`config.mk`:
```
export PLATFORM = sky130hd
export DESIGN_NAME = seg_bcd_arb
export DESIGN_NICKNAME = d
export VERILOG_FILES = /design/src/rtl/seg_pkg.sv /design/src/rtl/seg_ms_tick.sv /design/src/rtl/seg_bcd_arb.sv
export SDC_FILE = /design/constraint.sdc
export NUM_CORES = 1
export LEC_CHECK = 0
export CAP_MARGIN = 10
export CORE_UTILIZATION = 40
export CTS_CLUSTER_SIZE = 28
export DETAILED_ROUTE_END_ITERATION = 7
export HOLD_SLACK_MARGIN = 0.03
export PLACE_DENSITY = 0.86
export SKIP_LAST_GASP = 1
export SYNTH_ARGS = -nofsm -noshare
export SYNTH_HDL_FRONTEND = slang
export SYNTH_HIERARCHICAL = 1
export SYNTH_SLANG_ARGS = --single-unit
```
`constraint.sdc`:
```
create_clock -name clk -period 2.34 [get_ports clk]
set_clock_uncertainty 0.1 [all_clocks]
set_input_delay 0.468 -clock clk [delete_from_list [all_inputs] [get_ports clk]]
set_output_delay 0.468 -clock clk [all_outputs]
set_load 0.005 [all_outputs]
```
`src/rtl/seg_pkg.sv`:
```
// rtl/seg_pkg.sv - shared constants, state enum and helpers for the display arbiter
package seg_pkg;

  localparam int CH_TIME  = 0;
  localparam int CH_ALARM = 1;
  localparam int CH_SW    = 2;

  typedef enum logic [1:0] {
    S_CH0,
    S_LOCK,
    S_OPEN
  } arb_state_t;

  localparam logic [3:0] DEFAULT_BLANK_CODE = 4'hF;

  // One-hot grant vector for a channel index.
  function automatic logic [2:0] ch_onehot(input logic [1:0] ch);
    return 3'b001 << ch;
  endfunction

endpackage

```
`src/rtl/seg_ms_tick.sv`:
```
// rtl/seg_ms_tick.sv - CLK_FREQ/1000 prescaler producing a one-cycle millisecond tick
module seg_ms_tick #(
  parameter int CLK_FREQ = 50_000_000
) (
  input  logic clk,
  input  logic rst_n,
  output logic tick_ms
);

  localparam int DIV = (CLK_FREQ / 1000 > 1) ? CLK_FREQ / 1000 : 2;
  localparam int CW  = $clog2(DIV);
  localparam logic [CW-1:0] LAST = CW'(DIV - 1);

  logic [CW-1:0] cnt;

  // Free-running divider, wrapped explicitly at DIV-1.
  always_ff @(posedge clk) begin
    if (!rst_n)           cnt <= '0;
    else if (cnt == LAST) cnt <= '0;
    else                  cnt <= cnt + CW'(1);
  end

  assign tick_ms = (cnt == LAST);

endmodule

```
`src/rtl/seg_bcd_arb.sv`:
```
// rtl/seg_bcd_arb.sv - display-sharing arbiter with hold lock; SEG_BCD_ARB_BLINK_EN enables digit blinking
module seg_bcd_arb
  import seg_pkg::*;
#(
  parameter int         CLK_FREQ      = 50_000_000,
  parameter int         HOLD_MS       = 2000,
  parameter int         BLINK_HALF_MS = 500,
  parameter logic [3:0] BLANK_CODE    = DEFAULT_BLANK_CODE
) (
  input  logic        clk,
  input  logic        rst_n,
  input  logic        req1,
  input  logic        req2,
  input  logic [23:0] bcd0,
  input  logic [23:0] bcd1,
  input  logic [23:0] bcd2,
  input  logic [5:0]  blink0,
  input  logic [5:0]  blink1,
  input  logic [5:0]  blink2,
  output logic [23:0] seg_bcd,
  output logic [2:0]  grant,
  output logic        busy
);

  localparam int HW = $clog2(HOLD_MS + 1);
  localparam logic [HW-1:0] HOLD_LOAD = HW'(HOLD_MS);

  logic tick_ms;

  seg_ms_tick #(.CLK_FREQ(CLK_FREQ)) u_tick (
    .clk     (clk),
    .rst_n   (rst_n),
    .tick_ms (tick_ms)
  );

  arb_state_t    state_q, state_d;
  logic [1:0]    owner_q, owner_d;
  logic [HW-1:0] hold_q, hold_d;
  logic [1:0]    winner;
  logic          owner_req;

  // State, owner and hold counter registers.
  always_ff @(posedge clk) begin
    if (!rst_n) begin
      state_q <= S_CH0;
      owner_q <= 2'(CH_TIME);
      hold_q  <= '0;
    end else begin
      state_q <= state_d;
      owner_q <= owner_d;
      hold_q  <= hold_d;
    end
  end

  // Arbitration: fixed priority ch2 > ch1, lock for HOLD_MS ticks, then re-arbitrate.
  always_comb begin
    state_d   = state_q;
    owner_d   = owner_q;
    hold_d    = hold_q;
    winner    = req2 ? 2'(CH_SW) : (req1 ? 2'(CH_ALARM) : 2'(CH_TIME));
    owner_req = (owner_q == 2'(CH_SW)) ? req2 : req1;
    case (state_q)
      S_CH0: begin
        if (req1 || req2) begin
          state_d = S_LOCK;
          owner_d = winner;
          hold_d  = HOLD_LOAD;
        end
      end
      S_LOCK: begin
        if (hold_q == '0)  state_d = S_OPEN;
        else if (tick_ms)  hold_d  = hold_q - HW'(1);
      end
      S_OPEN: begin
        if (owner_q == 2'(CH_ALARM) && req2) begin
          state_d = S_LOCK;
          owner_d = 2'(CH_SW);
          hold_d  = HOLD_LOAD;
        end else if (!owner_req) begin
          if (winner != 2'(CH_TIME)) begin
            state_d = S_LOCK;
            owner_d = winner;
            hold_d  = HOLD_LOAD;
          end else begin
            state_d = S_CH0;
            owner_d = 2'(CH_TIME);
            hold_d  = '0;
          end
        end
      end
      default: begin
        state_d = S_CH0;
        owner_d = 2'(CH_TIME);
        hold_d  = '0;
      end
    endcase
  end

  assign grant = ch_onehot(owner_q);
  assign busy  = (state_q != S_CH0);

  logic [23:0] data_sel;
  logic [23:0] seg_d;

  // Source data of the currently granted channel.
  always_comb begin
    case (owner_q)
      2'(CH_ALARM): data_sel = bcd1;
      2'(CH_SW):    data_sel = bcd2;
      default:      data_sel = bcd0;
    endcase
  end

`ifdef SEG_BCD_ARB_BLINK_EN
  localparam int BW = (BLINK_HALF_MS > 1) ? $clog2(BLINK_HALF_MS) : 1;
  localparam logic [BW-1:0] BLINK_LAST = BW'(BLINK_HALF_MS - 1);

  logic [BW-1:0] blink_cnt;
  logic          blink_phase;
  logic [5:0]    mask_sel;

  // Blink phase restarts visible whenever the owner changes at this edge.
  always_ff @(posedge clk) begin
    if (!rst_n) begin
      blink_cnt   <= '0;
      blink_phase <= 1'b0;
    end else if (owner_d != owner_q) begin
      blink_cnt   <= '0;
      blink_phase <= 1'b0;
    end else if (tick_ms) begin
      if (blink_cnt == BLINK_LAST) begin
        blink_cnt   <= '0;
        blink_phase <= ~blink_phase;
      end else begin
        blink_cnt <= blink_cnt + BW'(1);
      end
    end
  end

  // Blink mask of the granted channel and per-digit blanking.
  always_comb begin
    case (owner_q)
      2'(CH_ALARM): mask_sel = blink1;
      2'(CH_SW):    mask_sel = blink2;
      default:      mask_sel = blink0;
    endcase
    seg_d = data_sel;
    for (int i = 0; i < 6; i++) begin
      if (mask_sel[i] && blink_phase) seg_d[i*4 +: 4] = BLANK_CODE;
    end
  end
`else
  logic unused_blink;
  assign unused_blink = ^{blink0, blink1, blink2};

  // Without blinking the granted data passes through unchanged.
  always_comb begin
    seg_d = data_sel;
  end
`endif

  // Registered display output.
  always_ff @(posedge clk) begin
    if (!rst_n) seg_bcd <= '0;
    else        seg_bcd <= seg_d;
  end

endmodule
```
# [After elaboration in Yosys (flattened, before gate mapping)]
# Cells that the tools add are included.
# W data, S select, Z words.
[word_totals] ff_bits=55 latchBits=0 ram_bits=0 romBits=0 inputBits=94 output_inout_bits=28 wordCells=52 memories=0
[op_classes] n_addsub=2 n_mul=0 div=0 order_cmp=0 n_eq_ne=10 n_shift=1 mux=22 bitwise_logic=2 reduce_logical=10
[op_table] operator="$mux W11" n=6
[op_table] operator="$pmux W24 S2" n=1
[op_table] operator="$pmux W11 S3" n=1
[op_table] operator="$mux W2" n=9
[op_table] operator="$add A16 B1 Y16 const B" n=1
[op_table] operator="$eq A16 B16 Y1 const B" n=1
[op_table] operator="$pmux W2 S3" n=2
[op_table] operator="$logic_not A11 Y1" n=1
[op_table] operator="$sub A11 B1 Y11 const B" n=1
[op_table] operator="$ne A2 B2 Y1 const B" n=4
[op_table] operator="$reduce_and A3 Y1" n=2
[op_table] operator="$eq A2 B1 Y1 const B" n=2
[op_table] operator="$eq A2 B2 Y1 const B" n=2
[op_table] operator="$reduce_and A4 Y1" n=1
[op_table] operator="$reduce_bool A2 Y1" n=2
[op_table] operator="$mux W1" n=3
[op_table] operator="$ne A3 B3 Y1 const B" n=1
[op_table] operator="$shl A1 B2 Y3 const A" n=1
[op_table] operator="$logic_not A2 Y1" n=1
[op_table] operator="$not A1 Y1" n=2
[op_table] operator="$reduce_or A2 Y1" n=1
[op_table] operator="$logic_and A1 B1 Y1" n=1
[op_table] operator="$logic_or A1 B1 Y1" n=1

# [Depth between registers and ports, before layout]
# Gate-level depths: netlist (run 1).
[logic_depth] depth_word=7 mapped_depth=9 ltp_nobuf=9

# [By module]
# The synthesis (run 1) kept the hierarchy.
[modules_own_cells] mod="seg_bcd_arb" n_inst=1 cells_per_inst=234 area_per_inst_um2=2023.2 seq_area_each_um2=780.7
[modules_own_cells] mod="seg_ms_tick" n_inst=1 cells_per_inst=79 area_per_inst_um2=789.5 seq_area_each_um2=320.3

# [Worst setup path before layout (run 1)]
# Ideal clock, no wire load.
[synth_timing] path_kind="register to register" start="register u_tick.cnt[0]" end="register hold_q[7]" setup_ns=0.133 arrival_ns=1.928 slack_ns=0.179 path_stages_with_launch=10 path_buffers=0 path_cell_list="dfxtp_1 ha_1 and3_1 nand4_2 inv_1 inv_1 a41o_4 or4_1 nand3_1 a31oi_1"
[synth_via] elab_chain_len=3
[synth_rtl] element="from (decl)" line_no="seg_ms_tick.sv:14" rtl="logic [CW-1:0] cnt;"
[synth_rtl] element="from (signal assigned)" line_no="seg_ms_tick.sv:20" rtl="else cnt <= cnt + CW'(1);"
[synth_rtl] element="$eq A16 B16 Y1" line_no="seg_ms_tick.sv:23" rtl="assign tick_ms = (cnt == LAST);"
[synth_rtl] element="named net tick_ms" line_no="seg_bcd_arb.sv:28" rtl="logic tick_ms;"
[synth_rtl] element="$ne A2 B2 Y1 (no source line)"
[synth_rtl] element="$reduce_and A4 Y1 (no source line)"
[synth_rtl] element="to (signal assigned)" line_no="seg_bcd_arb.sv:51" rtl="hold_q <= hold_d;"
[synth_rtl] element="to (decl)" line_no="seg_bcd_arb.sv:38" rtl="logic [HW-1:0] hold_q, hold_d;"
# The timed path passes the listed nets, and every way through them passes these cells.
# A chain may end at the register's enable or synchronous reset.

# [Final worst setup path (run 1)]
[layout_timing] start="register state_q[1]" end="output port busy"
[layout_via] elab_chain_len=1
[layout_rtl] element="from (decl)" line_no="seg_bcd_arb.sv:36" rtl="arb_state_t state_q, state_d;"
[layout_rtl] element="from (signal assigned)" line_no="seg_bcd_arb.sv:49" rtl="state_q <= state_d;"
[layout_rtl] element="$reduce_bool A2 Y1" line_no="seg_bcd_arb.sv:100" rtl="assign busy = (state_q != S_CH0);"
[layout_rtl] element="to (decl)" line_no="seg_bcd_arb.sv:22" rtl="output logic busy"
# No other way between the ends.

==> summary.md, run 1 <==
| Metric | Value |
|---|---|
| Outcome | `complete, no violations` |
| Register area share after synthesis | `39.1%` |
| Crit path max-delay family | `flip-flops` |
| Area after DPL | `3970 sq um` |
| DP Wirelength | `5.48 mm` |
| ANT nets after route | `0` |
| CP startpoint kind | `register` |
| Worst-path cell chain | `inv_2, nand2_1, clkdlybuf4s50_1` |
| Wirelength per Cell | `14.6 microns` |
| Fill cells | `578` |
| Hold buffers post-CTS | `0` |
| Gr ovfl total | `0` |
| DR pass1 iterations | `4` |
| Via/cell ratio | `5.37` |
| DP Cell Count | `508` |
| Setup CP Type | `register to output pin` |
| WL met3 | `396 microns` |
| Ys Warns | `6` |
| Setup-failing EPs final | `0` |
| Vias after detailed routing | `2,770` |
| Core area | `6790 sq um` |
| Hold slack | `412 ps` |
| Routed WL | `7.52 mm` |
| Simple-gate share of the synthesized area | `22.1%` |
| Synthesized instance count | `313` |
| Fraction of layout cells with a size suffix above 1 | `12.1%` |
| Power Dens Cells | `574 nW/um^2` |
| Sink Count | `55` |
| Compound-Gate Fraction of Synth Area | `25.5%` |
| RePlAce Congestion | `0.877` |
| Final Power | `2.35 mW` |
| Library cells used by synthesis | `54` |
| Synthesized Nets | `412` |
| Hold Fails Final Rpt | `0` |
| Synthesis-stage register bit count | `55` |
| Worst slew pin tran | `545 ps` |
| PortBufs | `103` |
| Crit path max-delay cell type | `dfxtp_1` |
| Fin crit period | `2240 ps` |
| Met1 WL | `3.14 mm` |
| DIE AREA | `7370 sq um` |
| Slew HR | `63.6%` |
| CTS Root Cell | `clkbuf_8` |
| Synth Area per Inst | `8.99 sq um` |
| Post-synthesis mux area share | `0%` |
| H-tree level count | `2` |
| Final Cycle Share | `95.5%` |
| ANT cells | `0` |
| DRC errors left | `0` |
| Final instance area | `4090 sq um` |
| Final slew viol count | `0` |
| Clock buffer count from CTS | `5` |
| GRT Util Overall | `20.0%` |
| Met2 WL post-DR | `3.88 mm` |
| Adder-Cell Fraction of Synth Area | `2.22%` |
| Final nets | `518` |
| Vias in the first global route | `2,536` |
| Clock transition at the registers of the reported paths | `100 ps` |
| Rows | `30` |
| Max clock buf depth | `2` |
| Fraction of registers with async set/reset | `0%` |
| Initial DRC count | `134` |
| Worst EP required | `1770 ps` |
| Non-filler instance count after layout | `516` |
| Initial core utilization | `41.4%` |
| Crit. End Element | `output pin` |
| Hold Path Class | `register to register` |
| Crit-path max FO | `13` |
| Top_reg_cell synth | `dfxtp_1` |
| Clock latency on the worst-skew pair | `300 ps` |
| Post-Synth XOR/XNOR Area | `5.29%` |
| Top sig layer | `met4` |
| Max Cap Viol | `0` |
| First-pass GRT wire length | `11.9 mm` |
| Antenna violations before repair | `0` |
| Arrival @ worst endpoint | `1670 ps` |
| CTS tree | `built` |
| Chip width | `85.9 microns` |
| Io pins | `122` |
| Synth-to-layout area growth | `45.5%` |
| Largest net degree at the start of global routing | `49` |
| Max IR drop VDD | `0.553 mV` |
| Max frequency | `0.447 GHz` |
| Cell Area, Synth | `2810 sq um` |
| Setup TNS | `0 ps` |
| Post-synth EDFFs | `0` |
| CP max stage delay | `640 ps` |
| Die H | `85.9 microns` |
| Leakage | `1.47 nW` |
| Main combinational cell family by area after synthesis | `compound AO/OA/AOI/OAI gates` |
| Worst path bufs/invs | `2` |
tightest hold or removal path, stage by stage, from the launching register on:
cell,delay [ps]
dfxtp_1,350
o31ai_1,70
a21oi_1,60
cell type report:
type / instances / area (sq um) / area share (%)
repair buffers: 118 / 1140 / 28.0
multi-input cells: 225 / 1560 / 38.0
clock buffers: 6 / 82.6 / 2.02
inverters: 14 / 52.6 / 1.28
clock inverters: 2 / 35.0 / 0.856
well taps: 96 / 120 / 2.94
flip-flops and latches: 55 / 1100 / 26.9
worst paths after layout:
| kind | slack (ps) | to | cells past startpoint | start |
|---|---|---|---|---|
| min | 410 | hold_q[4]$_SDFFE_PN0P_ | 2 | hold_q[4]$_SDFFE_PN0P_ |
| min reg2reg | 410 | hold_q[4]$_SDFFE_PN0P_ | 2 | hold_q[4]$_SDFFE_PN0P_ |
| max reg2reg | 140 | hold_q[7]$_SDFFE_PN0P_ | 9 | u_tick/cnt[0]$_SDFF_PP0_ |
| max | 100 | busy | 3 | state_q[1]$_SDFFE_PN0P_ |
through the flow:
step,setup WS [ps],utilization [%]
finish,104,60.2
floorplan,179,-
global route,-16.2,60.2
detailed placement,34.6,58.4
CTS,73.2,60.1
global placement,89.9,58.4
logic make-up (layout without fill, tap and decap cells):
kind of cell,Yosys count,count (layout)
AO/OA/AOI/OAI,94,94
XOR/XNOR,17,17
adder cells (fa/ha/maj),5,5
buffers and inverters,33,140
flip-flops,55,55
AND/OR/NAND/NOR,109,109
timing repair:
| action | CTS | global route |
|---|---|---|
| setup buffers | 0 | 0 |
| setup endpoints to repair | 0 | 1 |
| gates resized for setup | 0 | 2 |
report_power, final:
group	total [mW]	internal [mW]	switching, mW
Sequential	1.08	1.02	0.0568
Combinational	0.622	0.350	0.272
Clock	0.649	0.347	0.302
Total	2.35	1.72	0.631
state kept, by name, indices dropped and copies added, names as in the netlist:
register,cells
u_tick/cnt,16
seg_bcd,24
hold_q,11
state_q,2
owner_q,2
metal layers:
| layer | up-vias | track usage, % |
|---|---|---|
| met3 | 9 | 4.33 |
| met2 | 89 | 35.6 |
| met4 | 0 | 5.15 |
| met1 | 1314 | 24.6 |
| met5 | - | 0 |
| li1 | 1358 | - |
cells in the final DEF, fill, tap and decap left out, types with 3 or more instances in the layout:
| cell type | synthesis | layout |
|---|---|---|
| dfxtp_1 | 55 | 54 |
| nand3_1 | 8 | 8 |
| a22oi_1 | 25 | 25 |
| xnor2_1 | 14 | 14 |
| o31ai_1 | 3 | 3 |
| a211oi_1 | 28 | 28 |
| and3_1 | 4 | 3 |
| clkbuf_8 | 0 | 6 |
| clkdlybuf4s50_1 | 0 | 103 |
| buf_4 | 2 | 15 |
| ha_1 | 5 | 5 |
| a21oi_1 | 12 | 12 |
| xor2_1 | 3 | 3 |
| nor4_2 | 4 | 4 |
| nor2_1 | 47 | 47 |
| nor3_1 | 4 | 4 |
| inv_1 | 13 | 13 |
| nand2_1 | 15 | 15 |
| o21ai_0 | 7 | 7 |
synthesized netlist by cell type, drive strengths merged, types with 2 or more instances:
cell	count	area share [%]
a21oi	12	2.1
a21o	2	0.53
and3	4	0.89
xor2	3	0.93
a31oi	2	0.44
o32ai	2	0.62
a211oi	28	7.5
nand3	10	2.4
and4bb	2	0.89
nor4	5	2.0
nand2	16	2.2
nand2b	2	0.44
dfxtp	55	39
or3	3	0.71
buf	8	2.4
nor3	7	2.0
o41ai	2	0.62
o221ai	2	1.2
nor2	49	6.7
xnor2	14	4.4
a22oi	26	7.4
nand4	4	1.9
a31o	2	0.62
ha	5	2.2
inv	14	1.9
o31ai	3	0.80
and2	2	0.44
clkbuf	11	1.5
nor2b	2	0.44
o21ai	7	1.2
(Power assumes the default switching activity.)
==> run 2: changes to the inputs <==
Settings changed: CELL_PAD_IN_SITES_DETAIL_PLACEMENT set to 1, CELL_PAD_IN_SITES_GLOBAL_PLACEMENT set to 2, CORE_UTILIZATION 40 to 24, CTS_CLUSTER_DIAMETER set to 40, PLACE_DENSITY 0.86 to 0.9, SKIP_CTS_REPAIR_TIMING set to 1.
==> summary.md, run 2 (synthesis results as in run 1) <==
| Metric | Value |
|---|---|
| Setup-failing EPs final | `0` |
| Gr ovfl total | `0` |
| RSZ-0062 raised after global routing | `no` |
| FF/Latch Area | `1100 sq um` |
| Chip width | `110 microns` |
| PortBufs | `103` |
| Crit path max-delay family | `simple AND/OR/NAND/NOR gates` |
| Antenna violations before repair | `0` |
| Vias in the first global route | `2,777` |
| Via/cell ratio | `4.78` |
| Final Cycle Share | `95.7%` |
| Routed WL | `8.77 mm` |
| Fin crit period | `2240 ps` |
| Setup CP Type | `register to register` |
| Power Dens Cells | `611 nW/um^2` |
| Hold Path Class | `register to register` |
| Worst path bufs/invs | `2` |
| ANT nets after route | `0` |
| Max frequency | `0.446 GHz` |
| ANT cells | `0` |
| Crit. End Element | `register` |
| Non-filler instance count after layout | `573` |
| Fill cells | `1,347` |
| CTS tree | `built` |
| Worst EP required | `2430 ps` |
| Wirelength per Cell | `15.3 microns` |
| Rows | `39` |
| Final instance area | `4290 sq um` |
| Crit path depth | `8` |
| Vias after detailed routing | `2,737` |
| Max IR drop VDD | `0.310 mV` |
| Most flops, register | `seg_bcd` |
| Sink Count | `55` |
| Area after DPL | `4090 sq um` |
| DP Cell Count | `563` |
| GRT Util Overall | `14.5%` |
| Clock latency on the worst-skew pair | `300 ps` |
| CTS Root Cell | `clkbuf_16` |
| H-tree level count | `2` |
| Worst slew pin tran | `477 ps` |
| Max Cap Viol | `0` |
| Most frequent cells in the layout | `clkdlybuf4s50_1 (103), dfxtp_1 (55), nor2_1 (47)` |
| Clock transition at the registers of the reported paths | `70 ps` |
| Core area | `11,400 sq um` |
| DRC errors left | `0` |
| Fraction of layout cells with a size suffix above 1 | `14.0%` |
| Crit-path max FO | `6` |
| First-pass GRT wire length | `13.4 mm` |
| Largest net degree at the start of global routing | `49` |
| DP Wirelength | `6.72 mm` |
| Max reg flops | `24` |
| Path depth of the worst reg2reg path | `8` |
| Largest regs | `seg_bcd: 24 flops, u_tick/cnt: 16 flops, hold_q: 11 flops` |
| Reg-to-reg startpoint | `u_tick/cnt[12]$_SDFF_PP0_` |
| Setup TNS | `0 ps` |
| Leakage | `1.55 nW` |
| Final Util | `37.6%` |
| Slew HR | `68.2%` |
| DIE AREA | `12,200 sq um` |
| Hold depth | `1` |
| Io pins | `122` |
| Worst setup path start | `u_tick/cnt[12]$_SDFF_PP0_` |
| CP startpoint kind | `register` |
| Critical R2R Capture | `hold_q[7]$_SDFFE_PN0P_` |
| Die H | `110 microns` |
| Crit path max-delay cell type | `or4_1` |
| Arrival @ worst endpoint | `2330 ps` |
| DR pass1 iterations | `4` |
| CP most frequent cell | `inv_1` |
| Worst-path cell chain | `nor4b_2, nand4_2, inv_1, inv_1, a41o_4, or4_1, nand3_1, a31oi_1` |
| CP max stage delay | `460 ps` |
| Critical path endpoint | `hold_q[7]$_SDFFE_PN0P_` |
| R2R Setup Slk | `100 ps` |
| Initial core utilization | `24.6%` |
| Max clock buf depth | `2` |
| Outcome | `complete, no violations` |
| Final Power | `2.62 mW` |
| Most common cell after layout, fill and taps aside | `clkdlybuf4s50_1` |
| Hold Fails Final Rpt | `0` |
| Clock buffer count from CTS | `5` |
| RePlAce Congestion | `0.823` |
| Final nets | `528` |
| Initial DRC count | `91` |
| Final slew viol count | `0` |
| Area of the multi-input gates | `1560 sq um` |
| Synth-to-layout area growth | `52.4%` |
-- run 2: cell types whose count changed in the layout (fill, tap and decap cells not counted) --
cell / change
and3_1: +1
dfxtp_2: -1
buf_4: +10
clkbuf_16: +5
clkbuf_8: -5
dfxtp_1: +1
and3_4: -1
ha_4: +1
ha_1: -1
-- run 2: how the worst min path moves through the flow --
stage / start / slack (ps) / endpoint
after floorplan: u_tick/cnt[0]$_SDFF_PP0_ / 340 / u_tick/cnt[0]$_SDFF_PP0_
after global placement: hold_q[0]$_SDFFE_PN0P_ / 390 / hold_q[0]$_SDFFE_PN0P_
after detailed placement: hold_q[0]$_SDFFE_PN0P_ / 400 / hold_q[0]$_SDFFE_PN0P_
after CTS: hold_q[0]$_SDFFE_PN0P_ / 410 / hold_q[0]$_SDFFE_PN0P_
after global routing: hold_q[4]$_SDFFE_PN0P_ / 440 / hold_q[4]$_SDFFE_PN0P_
final: hold_q[0]$_SDFFE_PN0P_ / 420 / hold_q[0]$_SDFFE_PN0P_
-- run 2: metal layers --
metal / routed length (microns) / GRT usage, %
met1: 3920 / 17.5
met2: 4400 / 24.8
met3: 309 / 3.17
met4: 127 / 6.11
met5: 0 / 0
-- run 2: layout make-up --
cell class	count	area share (%)
Clock buffer	6	3.24
Clock inverter	2	0.817
Inverter	14	1.23
Multi-Input combinational cell	225	36.4
Sequential cell	55	25.7
Tap cell	143	4.17
Timing Repair Buffer	128	28.4
-- run 2: power by group --
group | switching, mW | internal, mW | total (mW)
clock | 0.354 | 0.533 | 0.887
combinational | 0.290 | 0.365 | 0.656
sequential | 0.0562 | 1.02 | 1.08
total | 0.700 | 1.92 | 2.62
-- run 2: through the flow --
| step | hold slack [ps] | setup slack [ps] |
|---|---|---|
| after floorplan | 340 | 179 |
| after global placement | 390 | 79.9 |
| after detailed placement | 398 | 38.7 |
| after CTS | 413 | -58.8 |
| after global routing | 440 | 11.1 |
| final | 420 | 100 |
